$ cat src/rtl/sram_pkg.sv
// Shared types and sizing helpers for the Wishbone-to-async-SRAM bridge.
package sram_pkg;

  // Phases of one SRAM cycle; IDLE doubles as the completion/ack clock.
  typedef enum logic [1:0] {
    IDLE,
    SETUP,
    ACCESS,
    HOLD
  } state_e;

  // Largest of the three phase lengths, used to size the shared down-counter.
  function automatic int max3(input int a, input int b, input int c);
    int m;
    m = (a > b) ? a : b;
    return (m > c) ? m : c;
  endfunction

  // Counter width: enough bits to hold the longest phase length.
  function automatic int cnt_width(input int max_cycles);
    return $clog2(max_cycles) + 1;
  endfunction

endpackage

$ cat src/rtl/sram_wb_bridge.sv
// Wishbone pipelined slave driving a timed asynchronous SRAM read/write
// cycle. One transaction in flight; every output comes straight from a flop.
module sram_wb_bridge
  import sram_pkg::*;
#(
  parameter int DATA_WIDTH    = 8,
  parameter int ADDR_WIDTH    = 17,
  parameter int SETUP_CYCLES  = 1,
  parameter int ACCESS_CYCLES = 4,
  parameter int HOLD_CYCLES   = 1
) (
  input  logic                  wb_clock_i,
  input  logic                  wb_reset_ni,
  input  logic [ADDR_WIDTH-1:0] wb_addr_i,
  input  logic [DATA_WIDTH-1:0] wb_data_i,
  output logic [DATA_WIDTH-1:0] wb_data_o,
  input  logic                  wb_we_i,
  input  logic                  wb_cycle_i,
  input  logic                  wb_strobe_i,
  output logic                  wb_stall_o,
  output logic                  wb_ack_o,
  output logic [ADDR_WIDTH-1:0] ram_addr_o,
  output logic                  ram_oe_o,
  output logic                  ram_we_o,
  input  logic [DATA_WIDTH-1:0] ram_data_i,
  output logic [DATA_WIDTH-1:0] ram_data_o,
  output logic                  ram_data_oe
);

  // A zero-length strobe would produce no OE/WE pulse at all.
  if (ACCESS_CYCLES < 1) begin : g_bad_access
    $error("sram_wb_bridge: ACCESS_CYCLES must be at least 1");
  end

  localparam int CNT_W = cnt_width(max3(SETUP_CYCLES, ACCESS_CYCLES, HOLD_CYCLES));

  // Counter reload values: each phase runs for (load + 1) clocks.
  localparam logic [CNT_W-1:0] SETUP_LOAD  = CNT_W'((SETUP_CYCLES  > 0) ? SETUP_CYCLES  - 1 : 0);
  localparam logic [CNT_W-1:0] ACCESS_LOAD = CNT_W'((ACCESS_CYCLES > 0) ? ACCESS_CYCLES - 1 : 0);
  localparam logic [CNT_W-1:0] HOLD_LOAD   = CNT_W'((HOLD_CYCLES   > 0) ? HOLD_CYCLES   - 1 : 0);

  state_e                state_q;
  logic [CNT_W-1:0]      cnt_q;
  logic                  we_q;
  logic                  stall_q;
  logic                  ack_q;
  logic                  oe_q;
  logic                  wen_q;
  logic                  doe_q;
  logic [ADDR_WIDTH-1:0] addr_q;
  logic [DATA_WIDTH-1:0] wdata_q;
  logic [DATA_WIDTH-1:0] rdata_q;

  // Sequencer: phase FSM, shared down-counter and all registered pin drivers.
  // NOTE: the async reset is in the sensitivity list so a mid-cycle reset
  // releases WE/OE/data pins immediately, without waiting for a clock edge.
  always_ff @(posedge wb_clock_i or negedge wb_reset_ni) begin
    if (!wb_reset_ni) begin
      state_q <= IDLE;
      cnt_q   <= '0;
      we_q    <= 1'b0;
      stall_q <= 1'b0;
      ack_q   <= 1'b0;
      oe_q    <= 1'b0;
      wen_q   <= 1'b0;
      doe_q   <= 1'b0;
      addr_q  <= '0;
      wdata_q <= '0;
      rdata_q <= '0;
    end else begin
      // NOTE: non-blocking assignments throughout, so every register here
      // sees the pre-edge values of its neighbours regardless of order.
      ack_q <= 1'b0;
      case (state_q)
        IDLE: begin
          stall_q <= 1'b0;
          doe_q   <= 1'b0;
          if (wb_cycle_i && wb_strobe_i) begin
            we_q    <= wb_we_i;
            addr_q  <= wb_addr_i;
            wdata_q <= wb_data_i;
            stall_q <= 1'b1;
            doe_q   <= wb_we_i;
            if (SETUP_CYCLES > 0) begin
              state_q <= SETUP;
              cnt_q   <= SETUP_LOAD;
            end else begin
              state_q <= ACCESS;
              cnt_q   <= ACCESS_LOAD;
              oe_q    <= !wb_we_i;
              wen_q   <= wb_we_i;
            end
          end
        end

        SETUP: begin
          if (cnt_q == '0) begin
            state_q <= ACCESS;
            cnt_q   <= ACCESS_LOAD;
            oe_q    <= !we_q;
            wen_q   <= we_q;
          end else begin
            cnt_q <= cnt_q - 1'b1;
          end
        end

        ACCESS: begin
          if (cnt_q == '0) begin
            oe_q  <= 1'b0;
            wen_q <= 1'b0;
            // Sample the pins on the edge that ends the strobe, OE still high.
            if (!we_q) begin
              rdata_q <= ram_data_i;
            end
            if (HOLD_CYCLES > 0) begin
              state_q <= HOLD;
              cnt_q   <= HOLD_LOAD;
            end else begin
              state_q <= IDLE;
              stall_q <= 1'b0;
              ack_q   <= wb_cycle_i;
              doe_q   <= 1'b0;
            end
          end else begin
            cnt_q <= cnt_q - 1'b1;
          end
        end

        HOLD: begin
          if (cnt_q == '0) begin
            state_q <= IDLE;
            stall_q <= 1'b0;
            ack_q   <= wb_cycle_i;
            doe_q   <= 1'b0;
          end else begin
            cnt_q <= cnt_q - 1'b1;
          end
        end

        default: begin
          state_q <= IDLE;
          stall_q <= 1'b0;
          oe_q    <= 1'b0;
          wen_q   <= 1'b0;
          doe_q   <= 1'b0;
        end
      endcase
    end
  end

  assign wb_data_o   = rdata_q;
  assign wb_stall_o  = stall_q;
  assign wb_ack_o    = ack_q;
  assign ram_addr_o  = addr_q;
  assign ram_oe_o    = oe_q;
  assign ram_we_o    = wen_q;
  assign ram_data_o  = wdata_q;
  assign ram_data_oe = doe_q;

endmodule

$ cat config.mk
export PLATFORM = sky130hd
export DESIGN_NAME = sram_wb_bridge
export DESIGN_NICKNAME = d
export VERILOG_FILES = /design/src/rtl/sram_pkg.sv /design/src/rtl/sram_wb_bridge.sv
export SDC_FILE = /design/constraint.sdc
export NUM_CORES = 1
export LEC_CHECK = 0
export BUFFER_PORTS_ARGS = -buffer_cell sky130_fd_sc_hd__buf_2
export CORE_MARGIN = 5
export CORE_UTILIZATION = 45
export DETAILED_ROUTE_END_ITERATION = 7
export PLACE_DENSITY_LB_ADDON = 0.25
export SLEW_MARGIN = 40
export SYNTH_ARGS = -nofsm -noshare
export SYNTH_HDL_FRONTEND = slang
export SYNTH_SLANG_ARGS = --single-unit
export TNS_END_PERCENT = 5
$ cat constraint.sdc
create_clock -name wb_clock_i -period 1.75 [get_ports wb_clock_i]
set_input_delay 0.2625 -clock wb_clock_i [delete_from_list [all_inputs] [get_ports wb_clock_i]]
set_output_delay 0.2625 -clock wb_clock_i [all_outputs]
set_load 0.005 [all_outputs]
==> results.md, run 1 <==
* I/O pin total at 76
* Synth cell types at 29
* Peak fanout along the critical path at 8
* Endpoints failing hold at 0
* Critical path's slowest cell: dfrtp_1
* Total wire length at 3939 um
* Initial antenna violation count at 0
* Post-CTS setup buffer count at 0
* Layout cell share with drive strength beyond 1 at 55.61%
* Worst Hold Class: in2reg
* Nets at 267
* Clk network pwr share at 18.4%
* Max_cap viols at 0
* Reg power frac at 39.0%
* Syn Nets at 182
* Post-synthesis sequential area ratio at 56.59%
* Starting Density at 45.63%
* Post-DP Area at 2390 sq um
* Syn Area/Cell at 14.20 sq um
* Core ar. at 4264 sq um
* Largest net degree at the start of global routing at 24
* Crit path largest cell delay at 0.38 ns
* Tmin final at 1.653 ns
* Top-count cell post-synth: dfrtp_1
* Register bit total from synthesis at 44
* Utilization after layout at 59.45%
* Synth warn at 0
* DRC violations left at 0
* Vias in the first global route at 1313
* Latest clock arrival within the worst-skew pair at 0.29 ns
* RSZ-0062 raised after global routing: false
* Clk root buf: clkbuf_8
* Switch Pwr at 1411 uW
* Outcome: finished, final reports clean
* Max H-tree Level at 2
* Detail Placement HPWL at 3021 um
* Total congestion overflow at 0
* Crit path buf inv count at 1
* Top cell type's share of synthesized area at 56.59%
* Total number of vias at 1347
* Clock Skew at 0.005335 ns
* All-Layer GR Usage at 14.51%
* WS Path Type: reg2reg
* Worst endpoint required time at 1.93 ns
* Critical Path Start Type: flip-flop
* Clk slew on worst S/H paths at 0.08 ns
* Top FF cell, synth: dfrtp_1
* CP top delay family: simple AND/OR/NAND/NOR gates
* CTS tree: built
* Leak at 0.001281 uW
* Post-synth top area cell: dfrtp_1
* EDFF count, synth at 0
* Vias per Instance at 4.898
* Final ANT Viol Nets at 0
* Die Wd at 75.76 um
* Max Transition Viols Final at 0
* Drt first pass iters at 4
* Pint at 3135 uW
* Arrival @ worst endpoint at 1.84 ns
* CTS Buffer Depth at 2
* Worst setup margin at 0.09680 ns
* Synth cell count leaders: 44 x dfrtp_1, 23 x mux2_2, 8 x mux2_4, 7 x ha_1
* Area of the mapped netlist at 1946 sq um
* Worst slack at placement at 0.06122 ns
* Pwr/cell area at 1793 nW/um^2
* Final instance area at 2535 sq um
* Max-slew headroom at 65.80%
* F_max at 0.6049 GHz
* CTS sink cnt at 44
* Setup TNS at 0 ns
* Die area at 5739 sq um
* Gate power share at 42.7%
* Net Sw Frac at 31.03%
* Synth async-reset ratio at 100.0%
* Post-route clock period utilization at 94.47%
* Worst Tran Pin Value at 0.5130 ns
* Wire length per cell at 14.32 um
* Crit path cell chain: inv_1 > ha_1 > nor2b_4 > and3_4 > mux2_4
* Syn Inst Count at 137
* Port bufs at 75
* Setup violators final at 0
* Die Span Y at 75.76 um
* Row count at 24
* N_diodes at 0
* Global placement routability congestion at 0.8354
* First-pass GRT wire length at 6203 um
* Worst vdd rail ir drop at 0.7719 mV
* Number of buffers created by CTS at 5
* Drt initial violations at 55
* Layout area overhead at 30.29%
* CP Capture Type: flip-flop
* Ranking of synthesized cells by area: dfrtp_1 57%, mux2_2 13%, mux2_4 6.2%, ha_1 4.5%, mux2_1 2.3%
sequential cells by signal, summed over array words and instances (netlist names):
signal and count:
wb_ack_o 1, state_q 2, cnt_q 3, ram_we_o 1
ram_data_o 8, ram_addr_o 17, ram_oe_o 1, we_q 1
wb_data_o 8, ram_data_oe 1, wb_stall_o 1
placed cells by master, fill, tap and decap left out, drive strengths merged:
master and n:
o21ai 6, and3b 1, a21boi 2, clkbuf 7
mux2i 1, nor2b 5, dlygate4sd3 1, a221oi 1
bufinv 1, and3 3, or2b 1, a21oi 3
mux2 35, a21bo 1, nand2 4, ha 7
a2bb2oi 1, inv 6, nand3 1, nor3 1
or2 1, o31ai 3, buf 81, a31oi 3
dfrtp 44, nor2 3
power groups by stage:
stage	logic (uW)	registers [uW]	clock network [uW]
global placement	1910	1790	0
detailed placement	1950	1790	0
floorplan	1170	1820	0
finish	1940	1770	835
CTS	1960	1780	867
global route	2160	1840	908
path summary, 6_finish.rpt:
kind	from	endpoint	slack, ns	cells past startpoint
max	cnt_q[0]$_DFFE_PN0P_	wb_data_o[0]$_DFFE_PN0P_	0.1	5
min	wb_data_i[3]	ram_data_o[3]$_DFFE_PN0P_	0.18	2
max reg2reg	cnt_q[0]$_DFFE_PN0P_	wb_data_o[0]$_DFFE_PN0P_	0.1	5
min reg2reg	ram_addr_o[16]$_DFFE_PN0P_	ram_addr_o[16]$_DFFE_PN0P_	0.48	1
max in group asynchronous	wb_reset_ni	ram_data_o[3]$_DFFE_PN0P_	0.77	3
min in group asynchronous	wb_reset_ni	ram_addr_o[14]$_DFFE_PN0P_	0.49	2
repair_timing:
item	CTS	global route
endpoints found under the hold margin	21	0
gates resized for setup	0	2
hold buffers	1	0
endpoints found under the setup margin	0	11
cell families (layout without fill, tap and decap cells):
family                     Yosys count  after routing  synth area share, %
DFF                                 44             44                56.59
buffers and inverters               10             96                3.923
muxes                               36             36                22.32
and+or+nand+nor                     20             20                6.045
AOI/OAI and AO/OA                   20             20                6.624
adders and majority gates            7              7                4.501
through the flow:
stage | hold WS (ns) | total power (uW) | instances
detailed placement | 0.2605 | 3745 | 266
CTS | 0.1768 | 4610 | 275
floorplan | -0.03309 | 2986 | 137
global route | 0.1804 | 4917 | 275
global placement | 0.2700 | 3696 | 266
finish | 0.1849 | 4546 | 275
per-layer routing:
layer	wire, um	up-vias	GRT usage, %
li1	-	648	-
met1	1721	644	18.90
met2	1747	49	21.96
met3	407	6	5.277
met4	62	0	5.825
met5	0	-	0
cell type report:
type | instances | area (sq um)
inverter | 6 | 22.52
clock buffer | 7 | 96.34
tap | 52 | 65.06
clock inverter | 1 | 30.03
fill | 367 | 1729
timing repair buffer | 82 | 446.7
multi-input combinational | 83 | 773.2
sequential | 44 | 1101
Note: power is estimated with default switching activity, not from simulation.
==> run 2: changes to the inputs <==
Settings changed: HOLD_SLACK_MARGIN from default to 0.06, REMOVE_ABC_BUFFERS from default to 1.
==> run 2 against run 1 <==
Combinational power about the same. Power decreased by 1.0%. Global-route usage decreased by 0.46 points. Flip-flop and latch count unchanged. First-iteration DRC count increased by 75%. Die area unchanged. Hold slack improved by 0.0060 ns. Cell count decreased by 0.73%. Clock power decreased by 4.8%. Non-clock buffer count decreased by 2. Cell area decreased by 0.35%.
==> results.md, run 2 (synthesized netlist as in run 1, its figures left out) <==
* Drt first pass iters at 4 (unchanged)
* Port bufs at 75 (unchanged)
* Wire length per cell at 14.38 um (+0.43%)
* Worst endpoint required time at 1.92 ns (about the same)
* CTS sink cnt at 44 (unchanged)
* Outcome: finished, final reports clean
* Leak at 0.001268 uW (-1.0%)
* Max H-tree Level at 2 (unchanged)
* Gate power share at 43.0% (+0.3 points)
* Post-route clock period utilization at 94.58% (+0.11 points)
* Starting Density at 45.63% (unchanged)
* Total wire length at 3927 um (-0.30%)
* Layout cell share with drive strength beyond 1 at 55.66% (about the same)
* DRC violations left at 0 (unchanged)
* Max FFs per register at 17 (unchanged)
* Clock Skew at 0.009219 ns (+0.003884 ns)
* Peak fanout along the critical path at 8 (unchanged)
* Reg power frac at 39.3% (+0.3 points)
* Final ANT Viol Nets at 0 (unchanged)
* Max Transition Viols Final at 0 (unchanged)
* Commonest non-fill, non-tap cell in the layout: buf_2
* Latest clock arrival within the worst-skew pair at 0.29 ns (about the same)
* Die Wd at 75.76 um (unchanged)
* Drt initial violations at 96 (+75%)
* WS Path Type: reg2reg
* Max_cap viols at 0 (unchanged)
* Total congestion overflow at 0 (unchanged)
* Hold WS at 0.1909 ns (+0.006002 ns)
* Worst Tran Pin Value at 0.4809 ns (-0.03210 ns)
* Most frequent cells in the layout: 75 x buf_2, 44 x dfrtp_1, 23 x mux2_2, 8 x mux2_4
* Pwr/cell area at 1781 nW/um^2 (-0.70%)
* Tmin final at 1.655 ns (+0.001934 ns)
* Crit path cell chain: inv_1 > ha_1 > nor2b_4 > and3_4 > mux2_4
* N_diodes at 0 (unchanged)
* Initial antenna violation count at 0 (unchanged)
* Pint at 3095 uW (-1.3%)
* First-pass GRT wire length at 6030 um (-2.8%)
* Endpoints failing hold at 0 (unchanged)
* Critical path's slowest cell: dfrtp_1
* Die area at 5739 sq um (unchanged)
* Worst Hold Class: in2reg
* Die Span Y at 75.76 um (unchanged)
* Setup violators final at 0 (unchanged)
* CTS tree: built
* Layout area overhead at 29.84%
* Dpl cells at 264 (-0.75%)
* Final Power at 4499 uW (-1.0%)
* Nets at 265 (-0.75%)
* Worst vdd rail ir drop at 1.033 mV (+34%)
* Vias in the first global route at 1323 (+0.76%)
* Arrival @ worst endpoint at 1.83 ns (about the same)
* Crit path largest cell delay at 0.38 ns (about the same)
* CTS Buffer Depth at 2 (unchanged)
* CP top delay family: simple AND/OR/NAND/NOR gates
* Total number of vias at 1321 (-1.9%)
* CP Capture Type: flip-flop
* Row count at 24 (unchanged)
* RSZ-0062 raised after global routing: false
* Clk network pwr share at 17.7% (-0.7 points)
* Detail Placement HPWL at 3049 um (+0.94%)
* Largest net degree at the start of global routing at 29 (+21%)
* All-Layer GR Usage at 14.05% (-0.46 points)
* Finished Layout Cells at 273 (-0.73%)
* Vias per Instance at 4.839 (-1.2%)
* Clk slew on worst S/H paths at 0.08 ns (about the same)
* Utilization after layout at 59.24% (-0.21 points)
* Switch Pwr at 1404 uW (-0.48%)
* I/O pin total at 76 (unchanged)
* Net Sw Frac at 31.21% (+0.18 points)
* Global placement routability congestion at 0.7036 (-16%)
* Post-CTS setup buffer count at 0 (unchanged)
* Core ar. at 4264 sq um (unchanged)
* Critical Path Start Type: flip-flop
* Number of buffers created by CTS at 5 (unchanged)
* Max-slew headroom at 67.94% (+2.1 points)
* Crit path buf inv count at 1 (unchanged)
* F_max at 0.6042 GHz (-0.12%)
* Clk root buf: clkbuf_8
[run 2: cell types whose count changed in the layout (fill, tap and decap cells not counted), sizes merged]
cell,delta
clkinv,+1
buf,-2
clkbuf,-1
[run 2: metrics by stage]
| step | cell area [sq um] | TNS (ns) | setup slack (ns) |
|---|---|---|---|
| finish | 2526 | 0 | 0.09487 |
| global route | 2526 | 0 | 0.01689 |
| CTS | 2519 | 0 | 0.04775 |
| detailed placement | 2387 | 0 | 0.05773 |
| global placement | 2387 | 0 | 0.1027 |
| floorplan | 1892 | -4.968 | -0.1932 |
[run 2: power groups by stage]
stage / clock [uW] / combinational [uW] / sequential [uW]
2_1_floorplan: 0 / 1110 / 1820
3_3_place_gp: 0 / 1900 / 1780
3_5_place_dp: 0 / 1940 / 1790
4_1_cts: 820 / 1950 / 1770
5_1_grt: 847 / 2170 / 1840
6_report: 795 / 1930 / 1770
[run 2: cell type report]
class | count | area (sq um)
Tap cell | 52 | 65.06
Clock inverter | 2 | 38.79
Sequential cell | 44 | 1101
Clock buffer | 6 | 82.58
Inverter | 6 | 22.52
Multi-Input combinational cell | 83 | 775.7
Timing Repair Buffer | 80 | 440.4
Fill cell | 370 | 1738
[run 2: what timing repair did]
| item | in CTS | in global routing |
|---|---|---|
| resized for setup | 0 | 3 |
| hold endpoints to repair | 19 | 0 |
| endpoints found under the setup margin | 0 | 11 |
| hold buffers | 1 | 0 |
[run 2: final timing paths]
kind / startpoint / to / slack [ns] / cells past startpoint
min in group asynchronous: wb_reset_ni / ram_addr_o[11]$_DFFE_PN0P_ / 0.46 / 2
max: cnt_q[0]$_DFFE_PN0P_ / wb_data_o[4]$_DFFE_PN0P_ / 0.09 / 5
min reg2reg: ram_addr_o[16]$_DFFE_PN0P_ / ram_addr_o[16]$_DFFE_PN0P_ / 0.49 / 1
max in group asynchronous: wb_reset_ni / wb_data_o[2]$_DFFE_PN0P_ / 0.79 / 3
max reg2reg: cnt_q[0]$_DFFE_PN0P_ / wb_data_o[4]$_DFFE_PN0P_ / 0.09 / 5
min: wb_addr_i[11] / ram_addr_o[11]$_DFFE_PN0P_ / 0.19 / 2
[run 2: metal layers]
metal / global-route usage [%] / vias up / share of wire, %
met4: 5.243 / 0 / 1.2
met3: 3.166 / 5 / 7.6
li1: - / 647 / -
met1: 16.99 / 629 / 44
met2: 24.33 / 40 / 47
met5: 0 / - / 0
[run 2: worst reg2reg max path, stage by stage, from the launching register on]
cell and delay (ns):
dfrtp_1 0.38, inv_1 0.10, ha_1 0.21, nor2b_4 0.23
and3_4 0.31, mux2_4 0.31
==> run 3: changes to the inputs <==
Settings changed: SETUP_SLACK_MARGIN from default to 0.1.
==> run 3 against run 2 <==
Register-to-register slack gained 0.04 ns. Via count grew 1.4%. Non-clock buffer count rose by 2. Sequential share of layout area down 0.72 points. Sequential power hardly changed. First-iteration DRC count grew 30%. Die area is the same. Power is 1.5% higher. Hold slack improved by 0.0011 ns. Flip-flop and latch count unchanged. Clock power hardly changed. Routed wire length up 4.4%. Critical path type unchanged. Critical endpoint unchanged. Largest cell class unchanged.
==> results.md, run 3 (synthesized netlist as in run 1, its figures left out) <==
* Hold WS at 0.1921 ns (+0.001129 ns)
* Max_cap viols at 0 (unchanged)
* Initial antenna violation count at 0 (unchanged)
* Final ANT Viol Nets at 0 (unchanged)
* Port bufs at 75 (unchanged)
* Clk slew on worst S/H paths at 0.08 ns (about the same)
* Fillers at 367 (-0.81%)
* Detail Placement HPWL at 3049 um (unchanged)
* Dpl cells at 264 (unchanged)
* CTS Buffer Depth at 2 (unchanged)
* Number of buffers created by CTS at 5 (unchanged)
* Finished Layout Cells at 275 (+0.73%)
* I/O pin total at 76 (unchanged)
* Pwr/cell area at 1777 nW/um^2 (-0.19%)
* Hold_sp: wb_data_i[3]
* Worst Tran Pin Value at 0.4810 ns (+0.0001394 ns)
* Peak fanout along the critical path at 8 (unchanged)
* Clk root buf: clkbuf_8
* Drt first pass iters at 4 (unchanged)
* All-Layer GR Usage at 14.05% (unchanged)
* Leak at 0.001277 uW (+0.71%)
* Drt initial violations at 125 (+30%)
* Vias in the first global route at 1323 (unchanged)
* RSZ-0062 raised after global routing: true
* First-pass GRT wire length at 6030 um (unchanged)
* Max-slew headroom at 67.93% (about the same)
* Nets at 267 (+0.75%)
* Clock Skew at 0.01015 ns (+0.0009299 ns)
* Endpoints failing hold at 0 (unchanged)
* Max Transition Viols Final at 0 (unchanged)
* Worst r2r src: cnt_q[0]$_DFFE_PN0P_
* WHS Path Cells at 2 (unchanged)
* Largest net degree at the start of global routing at 29 (unchanged)
* Most frequent cells in the layout: 75 x buf_2, 44 x dfrtp_1, 23 x mux2_2, 8 x mux2_4, 6 x clkbuf_8
* Commonest non-fill, non-tap cell in the layout: buf_2
* Worst Hold Class: in2reg
* Layout area overhead at 32.03%
* Total number of vias at 1339 (+1.4%)
* Max H-tree Level at 2 (unchanged)
* Tmin final at 1.617 ns (-0.03843 ns)
* Worst vdd rail ir drop at 1.046 mV (+1.3%)
* Arrival @ worst endpoint at 1.79 ns (-0.04 ns)
* Final instance area at 2569 sq um (+1.7%)
* Layout cell share with drive strength beyond 1 at 58.30% (+2.6 points)
* Row count at 24 (unchanged)
* CP Capture Type: flip-flop
* Die Span Y at 75.76 um (unchanged)
* Latest clock arrival within the worst-skew pair at 0.29 ns (about the same)
* CTS tree: built
* Post-route clock period utilization at 92.38% (-2.2 points)
* Setup violators final at 0 (unchanged)
* DRC violations left at 0 (unchanged)
* N_diodes at 0 (unchanged)
* Starting Density at 45.63% (unchanged)
* Vias per Instance at 4.869 (+0.63%)
* Worst endpoint required time at 1.92 ns (about the same)
* Outcome: finished, final reports clean
* Post-DP Area at 2387 sq um (unchanged)
* CTS sink cnt at 44 (unchanged)
* WS Path Type: reg2reg
* Global placement routability congestion at 0.7036 (unchanged)
* Max FFs per register at 17 (unchanged)
* Total congestion overflow at 0 (unchanged)
* Die Wd at 75.76 um (unchanged)
* Die area at 5739 sq um (unchanged)
* Total wire length at 4098 um (+4.4%)
* Wire length per cell at 14.90 um (+3.6%)
* Core ar. at 4264 sq um (unchanged)
* Setup TNS at 0 ns (unchanged)
* F_max at 0.6185 GHz (+2.4%)
* Critical Path Start Type: flip-flop
* Reg2Reg Depth at 5 (unchanged)
* Crit path from: cnt_q[0]$_DFFE_PN0P_
## run 3: cell count changes in the layout (fill, tap and decap cells not counted), sizes merged
cell    previous run  this run
clkbuf             6         7
buf               79        80
## run 3: path summary, 6_finish.rpt
kind	to	slack, ns
worst min-delay path	ram_data_o[3]$_DFFE_PN0P_	0.19
worst max-delay path	wb_data_o[4]$_DFFE_PN0P_	0.13
min in group asynchronous	ram_addr_o[11]$_DFFE_PN0P_	0.46
worst min register to register	ram_data_o[3]$_DFFE_PN0P_	0.48
max in group asynchronous	wb_data_o[2]$_DFFE_PN0P_	0.79
worst max register to register	wb_data_o[4]$_DFFE_PN0P_	0.13
## run 3: worst max-delay path, stage by stage, from the launching register on
cell and delay (ns):
dfrtp_1 0.39, inv_1 0.10, ha_2 0.21, nor2b_4 0.20
and3_4 0.31, mux2_4 0.31
## run 3: where the power goes
part | internal [uW] | switching [uW]
clock | 467 | 330
combinational | 1150 | 844
sequential | 1520 | 255
## run 3: metrics by stage
stage	utilization, %	worst slack, ns	power, uW
4_1_cts	59.18	0.1003	4560
3_3_place_gp	55.99	0.1027	3685
2_1_floorplan	-	-0.1932	2931
5_1_grt	60.24	0.06856	4926
6_report	60.24	0.1333	4566
3_5_place_dp	55.99	0.05773	3738
## run 3: area by class of cell
cell class / instances / area [sq um] / share of cell area, %
Multi-Input combinational cell: 83 / 785.8 / 30.59
Sequential cell: 44 / 1101 / 42.86
Timing Repair Buffer: 82 / 473.0 / 18.41
Tap cell: 52 / 65.06 / 2.533
Inverter: 6 / 22.52 / 0.8768
Clock inverter: 2 / 38.79 / 1.510
Clock buffer: 6 / 82.58 / 3.215
## run 3: routing by layer
| layer | GRT usage (%) | part of all wire (%) | wire length [um] |
|---|---|---|---|
| met4 | 5.243 | 1.2 | 50 |
| met5 | 0 | 0 | 0 |
| met2 | 24.33 | 48 | 1955 |
| met3 | 3.166 | 7.0 | 285 |
| met1 | 16.99 | 44 | 1807 |
## run 3: timing repair
action / CTS / global route
gates resized for setup: 1 / 8
pin swaps: 0 / 1
hold buffers: 1 / 0
setup buffers: 0 / 1
hold endpoints to repair: 19 / 0
gates cloned: 0 / 1
endpoints found under the setup margin: 8 / 39
